<file path="src/rtl/imm_decode_pipe_if.sv">
// imm_decode_pipe_if: ready/valid bus carrying an instruction in and a decoded immediate out
interface imm_decode_pipe_if #(
    parameter int XLEN = 32
);
    logic            in_valid;
    logic            in_ready;
    logic [31:0]     inst;
    logic [2:0]      in_sel;
    logic            out_valid;
    logic            out_ready;
    logic [XLEN-1:0] out_imm;
    logic [2:0]      out_sel;
    logic            out_illegal;
    modport master (
        output in_valid, inst, in_sel, out_ready,
        input  in_ready, out_valid, out_imm, out_sel, out_illegal
    );
    modport slave (
        input  in_valid, inst, in_sel, out_ready,
        output in_ready, out_valid, out_imm, out_sel, out_illegal
    );
endinterface

</file>
<file path="src/rtl/imm_decode_pipe.sv">
// imm_decode_pipe: RISC-V immediate extraction behind a single ready/valid register stage
module imm_decode_pipe #(
    parameter int XLEN     = 32,
    parameter bit AUTO_SEL = 1'b0
) (
    input logic clk,
    input logic rst,
    imm_decode_pipe_if.slave bus
);
    logic [31:0]     i;
    logic [2:0]      auto_code;
    logic [2:0]      sel;
    logic [XLEN-1:0] imm;
    assign i = bus.inst;
    // Opcode-driven type selection; the 0011011 word-immediate opcode only exists on RV64
    always_comb begin
        case (i[6:0])
            7'b0010011, 7'b0000011, 7'b1100111: auto_code = 3'd0;
            7'b0011011: auto_code = (XLEN == 64) ? 3'd0 : 3'd7;
            7'b0100011: auto_code = 3'd1;
            7'b1100011: auto_code = 3'd2;
            7'b1101111: auto_code = 3'd3;
            7'b0110111, 7'b0010111: auto_code = 3'd4;
            7'b1110011: auto_code = i[14] ? 3'd5 : 3'd0;
            default: auto_code = 3'd7;
        endcase
    end
    assign sel = AUTO_SEL ? auto_code : bus.in_sel;
    // Immediate assembly; reserved codes fall through to zero
    always_comb begin
        case (sel)
            3'd0: imm = XLEN'($signed(i[31:20]));
            3'd1: imm = XLEN'($signed({i[31:25], i[11:7]}));
            3'd2: imm = XLEN'($signed({i[31], i[7], i[30:25], i[11:8], 1'b0}));
            3'd3: imm = XLEN'($signed({i[31], i[19:12], i[20], i[30:21], 1'b0}));
            3'd4: imm = XLEN'($signed({i[31:12], 12'b0}));
            3'd5: imm = XLEN'(i[19:15]);
            default: imm = '0;
        endcase
    end
    assign bus.in_ready = !bus.out_valid || bus.out_ready;
    // Output register: load on accept, drop valid on a transfer with nothing new behind it
    always_ff @(posedge clk) begin
        if (rst) begin
            bus.out_valid   <= 1'b0;
            bus.out_imm     <= '0;
            bus.out_sel     <= 3'd0;
            bus.out_illegal <= 1'b0;
        end else begin
            if (bus.in_ready) bus.out_valid <= bus.in_valid;
            if (bus.in_valid && bus.in_ready) begin
                bus.out_imm     <= imm;
                bus.out_sel     <= sel;
                bus.out_illegal <= sel[2] & sel[1];
            end
        end
    end
endmodule

</file>
<file path="src/flat_wrapper.sv">
// flat-port wrapper written by rule: the top's interface ports become plain ports
module imm_decode_pipe_flat 
#(
    parameter int XLEN     = 32,
    parameter bit AUTO_SEL = 1'b0
)
  (clk, rst, bus_in_valid, bus_inst, bus_in_sel, bus_out_ready, bus_in_ready, bus_out_valid, bus_out_imm, bus_out_sel, bus_out_illegal);
  imm_decode_pipe_if #(.XLEN(XLEN)) bus_i ();
  input logic clk;
  input logic rst;
  input wire logic [$bits(bus_i.in_valid)-1:0] bus_in_valid;
  input wire logic [$bits(bus_i.inst)-1:0] bus_inst;
  input wire logic [$bits(bus_i.in_sel)-1:0] bus_in_sel;
  input wire logic [$bits(bus_i.out_ready)-1:0] bus_out_ready;
  output wire logic [$bits(bus_i.in_ready)-1:0] bus_in_ready;
  output wire logic [$bits(bus_i.out_valid)-1:0] bus_out_valid;
  output wire logic [$bits(bus_i.out_imm)-1:0] bus_out_imm;
  output wire logic [$bits(bus_i.out_sel)-1:0] bus_out_sel;
  output wire logic [$bits(bus_i.out_illegal)-1:0] bus_out_illegal;
  assign bus_i.in_valid = bus_in_valid;
  assign bus_i.inst = bus_inst;
  assign bus_i.in_sel = bus_in_sel;
  assign bus_i.out_ready = bus_out_ready;
  assign bus_in_ready = bus_i.in_ready;
  assign bus_out_valid = bus_i.out_valid;
  assign bus_out_imm = bus_i.out_imm;
  assign bus_out_sel = bus_i.out_sel;
  assign bus_out_illegal = bus_i.out_illegal;
  imm_decode_pipe #(.XLEN(XLEN), .AUTO_SEL(AUTO_SEL)) u_core (.clk(clk), .rst(rst), .bus(bus_i));
endmodule
</file>
<file path="config.mk">
export PLATFORM = sky130hd
export DESIGN_NAME = imm_decode_pipe_flat
export DESIGN_NICKNAME = d
export VERILOG_FILES = /design/src/rtl/imm_decode_pipe_if.sv /design/src/rtl/imm_decode_pipe.sv /design/src/flat_wrapper.sv
export SDC_FILE = /design/constraint.sdc
export NUM_CORES = 1
export LEC_CHECK = 0
export CORE_MARGIN = 3
export CORE_UTILIZATION = 38
export CTS_CLUSTER_SIZE = 16
export DETAILED_ROUTE_END_ITERATION = 7
export PLACE_DENSITY = 0.83
export SETUP_SLACK_MARGIN = 0.1
export SLEW_MARGIN = 20
export SYNTH_ARGS = -nofsm -noshare
export SYNTH_HDL_FRONTEND = slang
export SYNTH_SLANG_ARGS = --single-unit
</file>
<file path="constraint.sdc">
create_clock -name clk -period 1.3 [get_ports clk]
set_clock_uncertainty 0.15 [all_clocks]
set_input_delay 0.26 -clock clk [delete_from_list [all_inputs] [get_ports clk]]
set_output_delay 0.26 -clock clk [all_outputs]
set_load 0.01 [all_outputs]
</file>
======== Word level (Yosys, flattened, before mapping) ========
Cells that the tools add are included.
operators by class
  equal/unequal tests ..................... 5
  multiplexer cells ....................... 1
  bitwise gates (word level) .............. 1
  reductions and logical operators ........ 4
operators with widths
  kind                number
  $pmux 32 s6         1
  $eq 3x2->1 const B  2
  $eq 3x3->1 const B  2
  $eq 3x1->1 const B  1
  $logic_not 3->1     1
  $and 1x1->1         1
  $logic_and 1x1->1   1
  $logic_not 1->1     1
  $logic_or 1x1->1    1
storage, ports and cells
  flip-flop bits (word level) ............. 37
  input port bits ......................... 39
  output and inout bits ................... 38
  word-level logic and storage cells ...... 15

======== Depth between registers and ports, before layout ========
  word-level depth ........................ 3
  depth in mapped cells ................... 6

======== Least setup slack after synthesis ========
OpenSTA, ideal clock, no wires.
  path kind ............................... register to register
  from .................................... reg u_core.bus.out_valid
  to ...................................... reg u_core.bus.out_imm[12]
  setup time .............................. 0.070 ns
  arrival time ............................ 1.303 ns
  slack ................................... -0.223 ns
  cell stages (with the launch flop) ...... 7
  cell sequence ........................... dfxtp_1 nor2b_1 buf_4 inv_2 a21oi_2 buf_4 o2bb2ai_1
on the way
  word-level cells in the longest chain between the ends .. 3
ends and longest elaborated chain
  what                    line                      text
  from (decl)             imm_decode_pipe_if.sv:20  output in_ready, out_valid, out_imm, out_sel, out_illegal
  from (signal assigned)  imm_decode_pipe.sv:50     if (bus.in_ready) bus.out_valid <= bus.in_valid;
  $logic_not 1->1         imm_decode_pipe.sv:41     assign bus.in_ready = !bus.out_valid || bus.out_ready;
  $logic_or 1x1->1        imm_decode_pipe.sv:41
  $logic_and 1x1->1       imm_decode_pipe.sv:51     if (bus.in_valid && bus.in_ready) begin
  to (signal assigned)    imm_decode_pipe.sv:52     bus.out_imm <= imm;
  to (decl)               imm_decode_pipe_if.sv:20
No other way between the ends.
A chain may end at the register's enable or synchronous reset.

======== Worst setup path in the final report ========
  from .................................... in bus_in_sel[0]
  to ...................................... reg u_core.bus.out_imm[13]
on the way
  word-level cells in the longest chain between the ends .. 2
  elaborated cells between the ends (all ways) .. 7
  classes of those cells .................. eq/ne (5); mux (1); reduce/logical (1)
ends and longest elaborated chain
  what                                line                   text
  from (decl)                         flat_wrapper.sv:13     input wire logic [$bits(bus_i.in_sel)-1:0] bus_in_sel;
  $eq 3x3->1 (tied with other cells)  imm_decode_pipe.sv:31  case (sel)
  $pmux 32 s6 (*)                     imm_decode_pipe.sv:31
Every way passes the cells marked *; elsewhere a longest branch is shown, timed or not.

==> results by group <==
Global routing
  – Grt ovf: 0
  – Initial antenna violation count: 0
  – First-pass GRT wire length: 10610 µm
  – GRT Total Usage: ~25%
  – Largest net degree at the start of global routing: 18
  – Vias in the first global route: between 2000 and 2500

CTS
  – Clk buf depth: 2
  – TritonCTS clock tree: yes
  – CTS buffer count: 5
  – CTS Root Cell: clkbuf_8
  – Sink Count: 37
  – Hold_buf cts: 0
  – Clock Latency Late Sink: slightly below 300 ps
  – Htree depth: 2
  – CTS clock-pin slew for the worst setup and hold paths: roughly 70 ps

Synth
  – Cell variety after synth: 30
  – FFs w/ async S/R, synth: 0%
  – Sequential fraction of the synthesis area: a little over two fifths
  – Synth Instances: 187
  – Yosys top cell area share: a little over two fifths
  – Synth cell count leaders: 37 x dfxtp_1, 24 x a21oi_1, 20 x o2bb2ai_1
  – Combinational family with the most area after synthesis: compound AO/OA/AOI/OAI gates
  – Simple-gate area share of the yosys netlist: 21.99%
  – Post-synthesis compound-gate area fraction: around 26%
  – Top FF cell, synth: dfxtp_1
  – Mux contribution to synthesized area: roughly 4%
  – Yosys reg bits: 37
  – Top-count cell post-synth: dfxtp_1
  – Post-Syn Area: approximately 0.0018 mm²
  – Synth warnings: 0
  – Avg Cell Area, Syn: approximately 9.5 µm²
  – Yosys top cell by area: dfxtp_1
  – Synth Area in Adders: 0%
  – Dominant cells by area after synthesis: dfxtp_1 42%, o2bb2ai_1 9.9%, a21oi_1 6.8%, and4b_1 4.5%, nor4bb_1 4.5%
  – EDFF count, synth: 0
  – XOR/XNOR share of the synthesized area: less than 1%
  – Syn nets: 226

STA
  – RSZ-0062 raised after global routing: yes
  – Setup total negative slack: -3673 ps
  – Final worst slack: -230.6 ps
  – Max_slew headroom: between 50% and 60%
  – Finish-stage setup viols: 37
  – Worst hold slack: ~300 ps
  – Tmin final: between 1500 and 2000 ps
  – Fmax: around 650 MHz
  – Tcrit/Tclk final: 117.7%
  – Fin. Hold Viols: 0
  – Pins Over Slew Limit: 0
  – Worst slew pin tran: roughly 630 ps

Setup path
  – Worst reg2reg setup slack: -150 ps
  – Worst r2r src: u_core.bus.out_valid$_SDFFE_PP0N_
  – Worst r2r dst: u_core.bus.out_imm[2]$_SDFFE_PP0P_
  – Top delay family on crit path: simple AND/OR/NAND/NOR gates
  – Crit path DAT: around 1600 ps
  – Worst Path Required: around 1400 ps
  – Kind of critical path: primary input to flip-flop
  – CP Cell Sequence: clkdlybuf4s15_1, bufbuf_16, nor4bb_1, nor4_2, o2bb2ai_1
  – Critical-path top delay cell: nor4bb_1
  – CP startpoint kind: primary input
  – Critical path's largest stage delay: ~580 ps
  – CP Capture Type: flip-flop
  – Worst-path fanout max: 10
  – CP bufs+invs: 2
  – Register-to-Register Path Depth: 4

Place
  – Placed Cells: between 300 and 400
  – Detailed Place HPWL: 3881 µm
  – Post-Place Worst Slack: -674.3 ps
  – DP Area: around 0.0027 mm²
  – Routability Congestion: a little under 0.8
  – Buffers added on ports: about 70

Status
  – Failing checks: negative setup slack
  – Run status: finished, violations left

Routing
  – DRC: 0
  – DR iter-0 viols: around 110
  – Vias: between 2000 and 2500
  – WL final: 7286 µm
  – Final antenna-violating net count: 0
  – DR WL/cell: between 20 and 25 µm
  – DR pass1 iterations: 4
  – Via/cell ratio: 6.174

Worst hold path
  – Worst Hold Class: flip-flop to flip-flop
  – WHS Endpoint: u_core.bus.out_imm[30]$_SDFFE_PP0P_
  – Min-delay src: u_core.bus.out_imm[30]$_SDFFE_PP0P_
  – Hold Path Stages: 1

Finish
  – Layout Nets: ~330
  – Final instance area: between 0.003 and 0.004 mm²
  – Seq. cell area: ~770 µm²
  – Diode count: 0
  – Area of the multi-input gates: 0.001299 mm²
  – Fillcell total: ~320
  – Share of cells above drive strength 1: about three fifths
  – Final core occ: 72.45%
  – Non-filler cells in the finished layout: 339
  – Area grow syn2layout: 80.76%

Floorplan
  – # IOs: 77
  – Die Ht: about 74 µm
  – Initial core utilization: between 40% and 50%
  – Die area: 0.005511 mm²
  – Core area: approximately 0.0044 mm²
  – Std cell rows: 24
  – Die width: about 74 µm

Power
  – Pwr dens: roughly 880 mW/mm²
  – P_leak: 1.327 nW
  – Total power draw: between 2 and 3 mW
  – IR drop worst, VDD: roughly 0.54 mV

Run
  – Max_cap viols: 0
## worst register-to-register path, delay by kind of cell (launching register included)
kind,cells,cell delay [ps]
AND/OR/NAND/NOR,2,620
buffers and inverters,1,120
flip-flops,1,320
AO/OA/AOI/OAI,1,160
## timing repair
item / CTS / global route
cloned: 6 / 0
endpoints found under the setup margin: 75 / 48
buffers inserted: 4 / 5
resized for setup: 229 / 45
pin swaps: 11 / 12
## power breakdown
group | switching [mW] | internal [mW]
Sequential | 0.0358 | 1.20
Combinational | 0.371 | 0.378
Clock | 0.402 | 0.421
Total | 0.809 | 1.99
## flip-flops by register name (all words and copies together) (netlist names)
signal / cells
u_core.bus.out_imm: 32
u_core.bus.out_sel: 3
u_core.bus.out_illegal: 1
u_core.bus.out_valid: 1
## cell families after synthesis
| group | Yosys count |
|---|---|
| multiplexers | 7 |
| XOR/XNOR | 1 |
| AND/OR/NAND/NOR | 50 |
| buffers and inverters | 24 |
| AO/OA/AOI/OAI | 68 |
| flip-flops | 37 |
## cell usage in the layout, fill, tap and decap left out, drive strengths merged, types with 2 or more instances in the layout
master	n
nand3	5
mux2	2
nor4bb	8
dfxtp	37
mux2i	5
o221ai	4
nand4	2
nor4	8
o211ai	5
nor2b	3
clkdlybuf4s15	3
buf	80
o2bb2ai	20
nor3b	3
clkbuf	7
nand2	5
nand4b	6
clkdlybuf4s50	24
and4b	8
o21ai	12
dlygate4sd2	5
inv	3
a21oi	25
## area by class of cell
cell class / count / share of cell area [%]
Clock buffer: 7 / 2.700
Tap cell: 52 / 2.034
Timing Repair Buffer: 113 / 30.09
Sequential cell: 37 / 24.22
Inverter: 3 / 0.3521
Multi-Input combinational cell: 127 / 40.61
## per-layer routing
layer	part of all wire [%]	global-route usage (%)	vias to the layer above
li1	-	-	940
met1	40	31.20	1023
met2	50	42.62	105
met3	6.9	5.811	25
met4	3.4	11.26	0
met5	0	0	-
## worst max-delay path by stage
stage                                            startpoint                                  end  slack, ps  cells past startpoint
after CTS                 u_core.bus.out_valid$_SDFFE_PP0N_   u_core.bus.out_imm[3]$_SDFFE_PP0P_       -130                      4
after detailed placement                      bus_in_sel[2]   u_core.bus.out_imm[3]$_SDFFE_PP0P_       -670                      4
after global placement                        bus_in_sel[2]   u_core.bus.out_imm[2]$_SDFFE_PP0P_       -640                      4
after global routing                          bus_in_sel[2]  u_core.bus.out_imm[13]$_SDFFE_PP0P_       -310                      5
final                                         bus_in_sel[0]  u_core.bus.out_imm[13]$_SDFFE_PP0P_       -230                      5
after floorplan           u_core.bus.out_valid$_SDFFE_PP0N_   u_core.bus.out_imm[1]$_SDFFE_PP0P_        -80                      4
Power figures use the tool's default switching activity.
